**src/rtl/cascade_pkg.sv**
```systemverilog
// Shared definitions for the detection-window position generator: coordinate
// widths, last-position arithmetic and the scan FSM state type.
package cascade_pkg;

    typedef enum logic [1:0] {
        ST_IDLE  = 2'd0,
        ST_SCAN  = 2'd1,
        ST_DRAIN = 2'd2
    } scan_state_t;

    // Never returns 0 so a degenerate 1-pixel extent still yields a legal vector.
    function automatic int coord_width(input int extent);
        return (extent > 1) ? $clog2(extent) : 1;
    endfunction

    function automatic int last_pos(input int img, input int win, input int step);
        return ((img - win) / step) * step;
    endfunction

endpackage

```
**src/rtl/window_pos_gen_stride_counter.sv**
```systemverilog
// Coordinate counter: clears to 0, advances by STEP, wraps to 0 after LAST.
// Exposes the next value so the owner can register flags about the new position.
module stride_counter #(
    parameter int W    = 6,
    parameter int LAST = 21,
    parameter int STEP = 1
) (
    input  logic         clk,
    input  logic         rst_n,
    input  logic         clear,
    input  logic         advance,
    output logic [W-1:0] value,
    output logic [W-1:0] value_next,
    output logic         wrap
);

    localparam logic [W-1:0] LAST_V = W'(LAST);
    localparam logic [W-1:0] STEP_V = W'(STEP);

    logic [W-1:0] sum;

    // The add is only used when value < LAST, and LAST is a multiple of STEP,
    // so the sum never exceeds LAST and cannot overflow W bits.
    assign sum  = value + STEP_V;
    assign wrap = (value == LAST_V);

    always_comb begin
        value_next = value;
        if (clear)
            value_next = '0;
        else if (advance)
            value_next = wrap ? '0 : sum;
    end

    always_ff @(posedge clk or negedge rst_n) begin
        if (!rst_n)
            value <= '0;
        else
            value <= value_next;
    end

endmodule

```
**src/rtl/window_pos_gen.sv**
```systemverilog
// Raster-scan generator of detection-window top-left positions for one frame
// per accepted start; the last position of the frame carries eot.
//
// state    | meaning
// ST_IDLE  | waiting for start; start_ready high
// ST_SCAN  | presenting positions on the valid/ready stream
// ST_DRAIN | eot position accepted; frame_done pulses for this one cycle
module window_pos_gen
    import cascade_pkg::*;
#(
    parameter  int IMG_WIDTH  = 45,
    parameter  int IMG_HEIGHT = 45,
    parameter  int WIN_WIDTH  = 24,
    parameter  int WIN_HEIGHT = 24,
    parameter  int STEP_X     = 1,
    parameter  int STEP_Y     = 1,
    localparam int W_X        = coord_width(IMG_WIDTH),
    localparam int W_Y        = coord_width(IMG_HEIGHT)
) (
    input  logic           clk,
    input  logic           rst_n,
    input  logic           start_valid,
    output logic           start_ready,
    output logic           window_pos_valid,
    input  logic           window_pos_ready,
    output logic           window_pos_eot,
    output logic [W_X-1:0] window_pos_x,
    output logic [W_Y-1:0] window_pos_y,
    output logic           busy,
    output logic           frame_done
);

    localparam int X_LAST = last_pos(IMG_WIDTH, WIN_WIDTH, STEP_X);
    localparam int Y_LAST = last_pos(IMG_HEIGHT, WIN_HEIGHT, STEP_Y);
    localparam logic [W_X-1:0] X_LAST_V = W_X'(X_LAST);
    localparam logic [W_Y-1:0] Y_LAST_V = W_Y'(Y_LAST);

    scan_state_t    state, state_next;
    logic           valid_next, eot_next;
    logic           clear, handshake, at_final, adv_x, adv_y;
    logic           x_wrap, y_wrap;
    logic [W_X-1:0] x_next;
    logic [W_Y-1:0] y_next;

    assign start_ready = (state == ST_IDLE);
    assign busy        = (state != ST_IDLE);
    assign frame_done  = (state == ST_DRAIN);

    assign handshake = window_pos_valid && window_pos_ready;
    assign at_final  = x_wrap && y_wrap;
    assign clear     = start_valid && (state == ST_IDLE);
    assign adv_x     = (state == ST_SCAN) && handshake && !at_final;
    assign adv_y     = adv_x && x_wrap;

    stride_counter #(.W(W_X), .LAST(X_LAST), .STEP(STEP_X)) u_x_cnt (
        .clk        (clk),
        .rst_n      (rst_n),
        .clear      (clear),
        .advance    (adv_x),
        .value      (window_pos_x),
        .value_next (x_next),
        .wrap       (x_wrap)
    );

    stride_counter #(.W(W_Y), .LAST(Y_LAST), .STEP(STEP_Y)) u_y_cnt (
        .clk        (clk),
        .rst_n      (rst_n),
        .clear      (clear),
        .advance    (adv_y),
        .value      (window_pos_y),
        .value_next (y_next),
        .wrap       (y_wrap)
    );

    // eot is registered alongside the position it describes, so it is
    // derived from the counters' next values rather than their current ones.
    always_comb begin
        state_next = state;
        valid_next = window_pos_valid;
        eot_next   = window_pos_eot;
        case (state)
            ST_IDLE: begin
                if (start_valid) begin
                    state_next = ST_SCAN;
                    valid_next = 1'b1;
                    eot_next   = (x_next == X_LAST_V) && (y_next == Y_LAST_V);
                end
            end
            ST_SCAN: begin
                if (handshake) begin
                    if (at_final) begin
                        state_next = ST_DRAIN;
                        valid_next = 1'b0;
                        eot_next   = 1'b0;
                    end else begin
                        eot_next = (x_next == X_LAST_V) && (y_next == Y_LAST_V);
                    end
                end
            end
            ST_DRAIN: state_next = ST_IDLE;
            default:  state_next = ST_IDLE;
        endcase
    end

    always_ff @(posedge clk or negedge rst_n) begin
        if (!rst_n) begin
            state            <= ST_IDLE;
            window_pos_valid <= 1'b0;
            window_pos_eot   <= 1'b0;
        end else begin
            state            <= state_next;
            window_pos_valid <= valid_next;
            window_pos_eot   <= eot_next;
        end
    end

endmodule

```
**config.mk**
```make
export PLATFORM = sky130hd
export DESIGN_NAME = window_pos_gen
export DESIGN_NICKNAME = d
export VERILOG_FILES = /design/src/rtl/cascade_pkg.sv /design/src/rtl/window_pos_gen_stride_counter.sv /design/src/rtl/window_pos_gen.sv
export SDC_FILE = /design/constraint.sdc
export NUM_CORES = 1
export LEC_CHECK = 0
export CAP_MARGIN = 25
export CORE_AREA = 2 2 59 61
export DETAILED_ROUTE_END_ITERATION = 7
export DIE_AREA = 0 0 61 63
export SYNTH_ARGS = -nofsm -noshare
export SYNTH_HDL_FRONTEND = slang
export SYNTH_SLANG_ARGS = --single-unit
```
**constraint.sdc**
```tcl
create_clock -name clk -period 2.3 [get_ports clk]
set_input_delay 0.69 -clock clk [delete_from_list [all_inputs] [get_ports clk]]
set_output_delay 0.69 -clock clk [all_outputs]
set_load 0.02 [all_outputs]
```
==> results.cfg, run 1 <==
[final_layout]
drive_gt1_share_pct = 12.2
final_cell_area_um2 = 1300
postLayoutCoreUtil_pct = 40.3
finalNetCount = 148
antenna_cells = 0
nFillCells = 341
mostFrequentLayoutCells = clkdlybuf4s50_1, dfrtp_1, nor2_1, nand2_1
final-instance-count-excl-fill = 185
syn_to_final_growth_pct = 36.8
final_common_cell = clkdlybuf4s50_1

[synth]
yosysWarnings = 0
ys_types = 32
avgSynthCellArea_um2 = 8.74
synth.cell_area_um2 = 952
ys_seq_area_share_pct = 42.0
syn-num-nets = 117
ys_ff_latch = 16
synthCells = 109

[power_and_ir_drop]
p_total_uw = 1000
p_seq_share_pct = 41.8
clkPwrFrac_pct = 19.2
p_leak_nw = 0.582
comb_power_share_pct = 39.1
power_density_nw_per_um2 = 768
power.switching_uw = 383
ir_worst_vdd_uv = 339
p_int_uw = 617
switching_share_pct = 38.3

[sta]
max_freq_mhz = 452
hold_viol = 0
slew_headroom_pct = 80.4
setup_viol = 0
fin_crit_ns = 2.21
setup_ws_ns = 0.0852
slew_violations = 0
clock-skew-final_ns = 0.000931
fin_tns_setup_ns = 0
tightest_slew_ns = 0.291
fin_hold_ws_ns = 0.507
rsz0062_at_grt = false
finalCritPeriodShare_pct = 96.3

[routing]
drc_errors = 0
routed-wl-met3_um = 89
top_layer = met4
routedWlPerCell_um = 11.9
route.met2.wl_um = 918
ant_nets = 0
wirelength_mm = 2.21
wl_met1_mm = 1.18
drt-pass1-iter-count = 2
dr.first_iter.drc_count = 28
via_per_inst = 4.80
vias = 888

[clocking]
hold_buffers = 0
clk_path_buf_depth = 2
tritoncts = built
numClockSinks = 16
cts_made_buffers = 3
clock_latency_ns = 0.29
path_clk_slew_ns = 0.10
root_buffer = clkbuf_4
htree_levels = 1
post_cts_buffers = 0

[place]
port_buffers = 20
place_inst = 181
hpwl_mm = 1.67
placedInstanceArea_um2 = 1260
place_ws_ns = -0.112
gp_congestion = 0.796

[floorplanning]
die-area_um2 = 3840
die_h_um = 63
fp-row-count = 21
boundaryPins = 21
initial_core_util_pct = 29.5
die_width_um = 61
core_um2 = 3230

[grt]
antenna_found_initial = 0
grt_pass1_vias = 889
grt-ovfl-total = 0
grt_max_degree = 17
grt_pass1_wl_mm = 4.06
track_usage_pct = 13.9

[flow_run]
cap_violations = 0

[critical_path]
critPathKind = register to output port
cp.arrival_ns = 1.52
cp-start-kind = register
crit_fanout = 6
end_kind = output port
crit_required_ns = 1.61

[outcome]
status = finished clean

[min_path]
holdCritPathClass = register to register
-- state kept, by name, summed over array words and instances (netlist names) --
signal and cells:
u_x_cnt.value 6, window_pos_eot 1, state 2, u_y_cnt.value 6
window_pos_valid 1
-- what timing repair did --
action / in CTS / in global routing
endpoints found under the hold margin: 0 / 0
endpoints found under the setup margin: 0 / 2
resized for setup: 0 / 2
-- area by class of cell --
| class | count | area, µm² | share of cell area (%) |
|---|---|---|---|
| inverters | 4 | 15.0 | 1.15 |
| well taps | 46 | 57.6 | 4.42 |
| repair buffers | 28 | 263 | 20.2 |
| flip-flops and latches | 16 | 400 | 30.7 |
| clock buffers | 4 | 36.3 | 2.79 |
| multi-input cells | 87 | 531 | 40.7 |
-- kinds of logic after synthesis --
| group | after synthesis | share of synthesized area (%) |
|---|---|---|
| AO/OA/AOI/OAI | 19 | 12.7 |
| XOR/XNOR | 5 | 4.60 |
| adder cells (fa/ha/maj) | 4 | 5.26 |
| buffers and inverters | 6 | 2.50 |
| flip-flops | 16 | 42.0 |
| multiplexers | 1 | 1.05 |
| AND/OR/NAND/NOR | 58 | 31.8 |
-- power groups by stage --
stage	Clock [mW]	Sequential, mW	Combinational [mW]
after CTS	0.199	0.418	0.392
final	0.192	0.417	0.391
after global routing	0.205	0.434	0.435
after floorplan	0	0.468	0.165
after global placement	0	0.422	0.386
after detailed placement	0	0.424	0.389
-- cells in the mapped netlist --
| cell | count | area share [%] |
|---|---|---|
| or3_1 | 2 | 1.3 |
| o31ai_2 | 1 | 1.3 |
| and4b_1 | 1 | 1.1 |
| dfrtp_1 | 16 | 42 |
| and2b_1 | 1 | 0.79 |
| xnor2_1 | 1 | 0.92 |
| a21oi_1 | 6 | 3.2 |
| xor2_1 | 4 | 3.7 |
| mux2i_1 | 1 | 1.1 |
| nor4b_1 | 1 | 0.92 |
| nand3_1 | 8 | 4.2 |
| inv_1 | 4 | 1.6 |
| clkbuf_1 | 1 | 0.39 |
| a22oi_1 | 1 | 0.79 |
| ha_1 | 4 | 5.3 |
| nor2_1 | 15 | 5.9 |
| nand3_4 | 1 | 1.8 |
| nor2b_1 | 1 | 0.66 |
| nand2_1 | 14 | 5.5 |
| and3_1 | 3 | 2.0 |
| o311ai_0 | 1 | 0.92 |
| o2111ai_1 | 1 | 0.92 |
| and2_1 | 3 | 2.0 |
| and2b_2 | 1 | 0.92 |
| a311oi_1 | 1 | 0.92 |
| nand4_1 | 1 | 0.66 |
| nor3_1 | 3 | 1.6 |
| or2_2 | 1 | 0.66 |
| and4_1 | 2 | 1.8 |
| o31ai_1 | 2 | 1.6 |
| o21ai_0 | 6 | 3.2 |
| buf_2 | 1 | 0.53 |
-- metal layers --
metal,up-vias,track usage (%)
li1,446,-
met1,420,21.0
met2,20,18.8
met3,2,4.97
met4,0,3.26
met5,-,0
-- worst max-delay path, cell delays in order, from the launching register on --
cell and delay (ns):
dfrtp_1 0.44, and2b_1 0.20, clkdlybuf4s50_1 0.59
-- final timing paths --
path	from	end	slack (ns)	depth (start not counted)
min in group asynchronous	rst_n	u_x_cnt.value[4]	0.70	2
worst max-delay path	state[0]	frame_done	0.09	2
worst max register to register	u_y_cnt.value[0]	window_pos_eot	0.37	6
max in group asynchronous	rst_n	u_y_cnt.value[5]	1.42	2
worst min-delay path	state[1]	state[0]	0.51	1
worst min register to register	state[1]	state[0]	0.51	1
Power figures use the tool's default switching activity.
==> run 2: changes to the inputs <==
- CORE_AREA: 2 2 59 61 -> 2 2 65 55
- DIE_AREA: 0 0 61 63 -> 0 0 67 57
==> run 2 against run 1 <==
Compared with the run above: register-to-register slack worse by 0.07 ns; combinational power down 2%; critical path type unchanged; non-clock buffer count unchanged; flip-flop and latch count unchanged; worst setup slack worse by 0.0046 ns; via count up 0.11%.
==> results.cfg, run 2 (synthesis results as in run 1) <==
[floorplanning]
die_width_um = 67
initial_core_util_pct = 29.5
die_h_um = 57
die-area_um2 = 3820
boundaryPins = 21
fp-row-count = 19
core_um2 = 3230

[clocking]
numClockSinks = 16
cts_made_buffers = 3
clock_latency_ns = 0.26
cts_resized = 0
path_clk_slew_ns = 0.07
tritoncts = built
root_buffer = clkbuf_8
hold_buffers = 0
htree_levels = 1
post_cts_buffers = 0
clk_path_buf_depth = 2

[final_layout]
mostFrequentLayoutCells = clkdlybuf4s50_1, dfrtp_1, nor2_1
finalNetCount = 148
final_common_cell = clkdlybuf4s50_1
nFillCells = 341
largestRegisters = u_x_cnt.value: 6 flops, u_y_cnt.value: 6 flops, state: 2 flops
antenna_cells = 0
postLayoutCoreUtil_pct = 40.6
drive_gt1_share_pct = 11.5
syn_to_final_growth_pct = 37.7

[grt]
grt_pass1_vias = 846
grt_use_met1_pct = 19.0
grt_pass1_wl_mm = 3.85
grt.busiest_layer = met2
track_usage_pct = 13.2
grt_max_degree = 17
antenna_found_initial = 0
met3_usage_pct = 3.55
grt-ovfl-total = 0
use_met2_pct = 19.8

[sta]
slew_headroom_pct = 79.9
fin_hold_ws_ns = 0.482
slew_violations = 0
finalCritPeriodShare_pct = 96.5
rsz0062_at_grt = false
fin_crit_ns = 2.22
clock-skew-final_ns = 0.00624
setup_viol = 0
hold_viol = 0
max_freq_mhz = 451
tightest_slew_ns = 0.298
fin_tns_setup_ns = 0
setup_ws_ns = 0.0805

[routing]
wirelength_mm = 2.27
ant_nets = 0
drc_errors = 0
via_per_inst = 4.91
dr.first_iter.drc_count = 47
drt-pass1-iter-count = 4
routedWlPerCell_um = 12.5
vias = 889

[power_and_ir_drop]
p_leak_nw = 0.571
p_total_mw = 1.06
ir_worst_vdd_uv = 285
power_density_nw_per_um2 = 805

[critical_path]
cp.arrival_ns = 1.53
crit_required_ns = 1.61
cp-start-kind = register
crit_fanout = 6
end_kind = output port
critPathKind = register to output port

[outcome]
status = finished clean

[min_path]
holdCritPathClass = register to register

[place]
hpwl_mm = 1.72
port_buffers = 20
place_ws_ns = -0.134
gp_congestion = 0.788

[flow_run]
cap_violations = 0
-- run 2: power breakdown --
part	internal, mW	switching [mW]	total [mW]
clock	0.152	0.100	0.252
combinational	0.185	0.198	0.384
sequential	0.332	0.0884	0.420
-- run 2: cell type report --
class	instances	area (µm²)	share of cell area, %
clock buffer	4	55.1	4.20
inverter	4	15.0	1.15
multi-input combinational	87	528	40.3
sequential	16	400	30.5
tap	42	52.6	4.01
timing repair buffer	28	260	19.8
-- run 2: layer usage --
layer	wire (µm)	share of wire, %
met1	1090	48
met5	0	0
met4	14	0.62
met2	1030	46
met3	131	5.8
-- run 2: final timing paths --
| path | from | to | slack, ns | depth (start not counted) |
|---|---|---|---|---|
| worst min register to register | state[1] | state[0] | 0.48 | 1 |
| worst max-delay path | state[0] | start_ready | 0.08 | 2 |
| worst max register to register | u_x_cnt.value[0] | window_pos_eot | 0.30 | 6 |
| min in group asynchronous | rst_n | u_y_cnt.value[1] | 0.76 | 2 |
| worst min-delay path | state[1] | state[0] | 0.48 | 1 |
| max in group asynchronous | rst_n | state[1] | 1.35 | 2 |
-- run 2: critical path, cell delays in order (launching register included) --
cell,delay (ns)
dfrtp_1,0.43
nor2_1,0.20
clkdlybuf4s50_1,0.64
-- run 2: stage by stage --
stage,instance area [µm²],instances
6_report,1310,181
5_1_grt,1310,181
4_1_cts,1310,181
3_5_place_dp,1260,177
3_3_place_gp,1260,177
2_1_floorplan,952,109
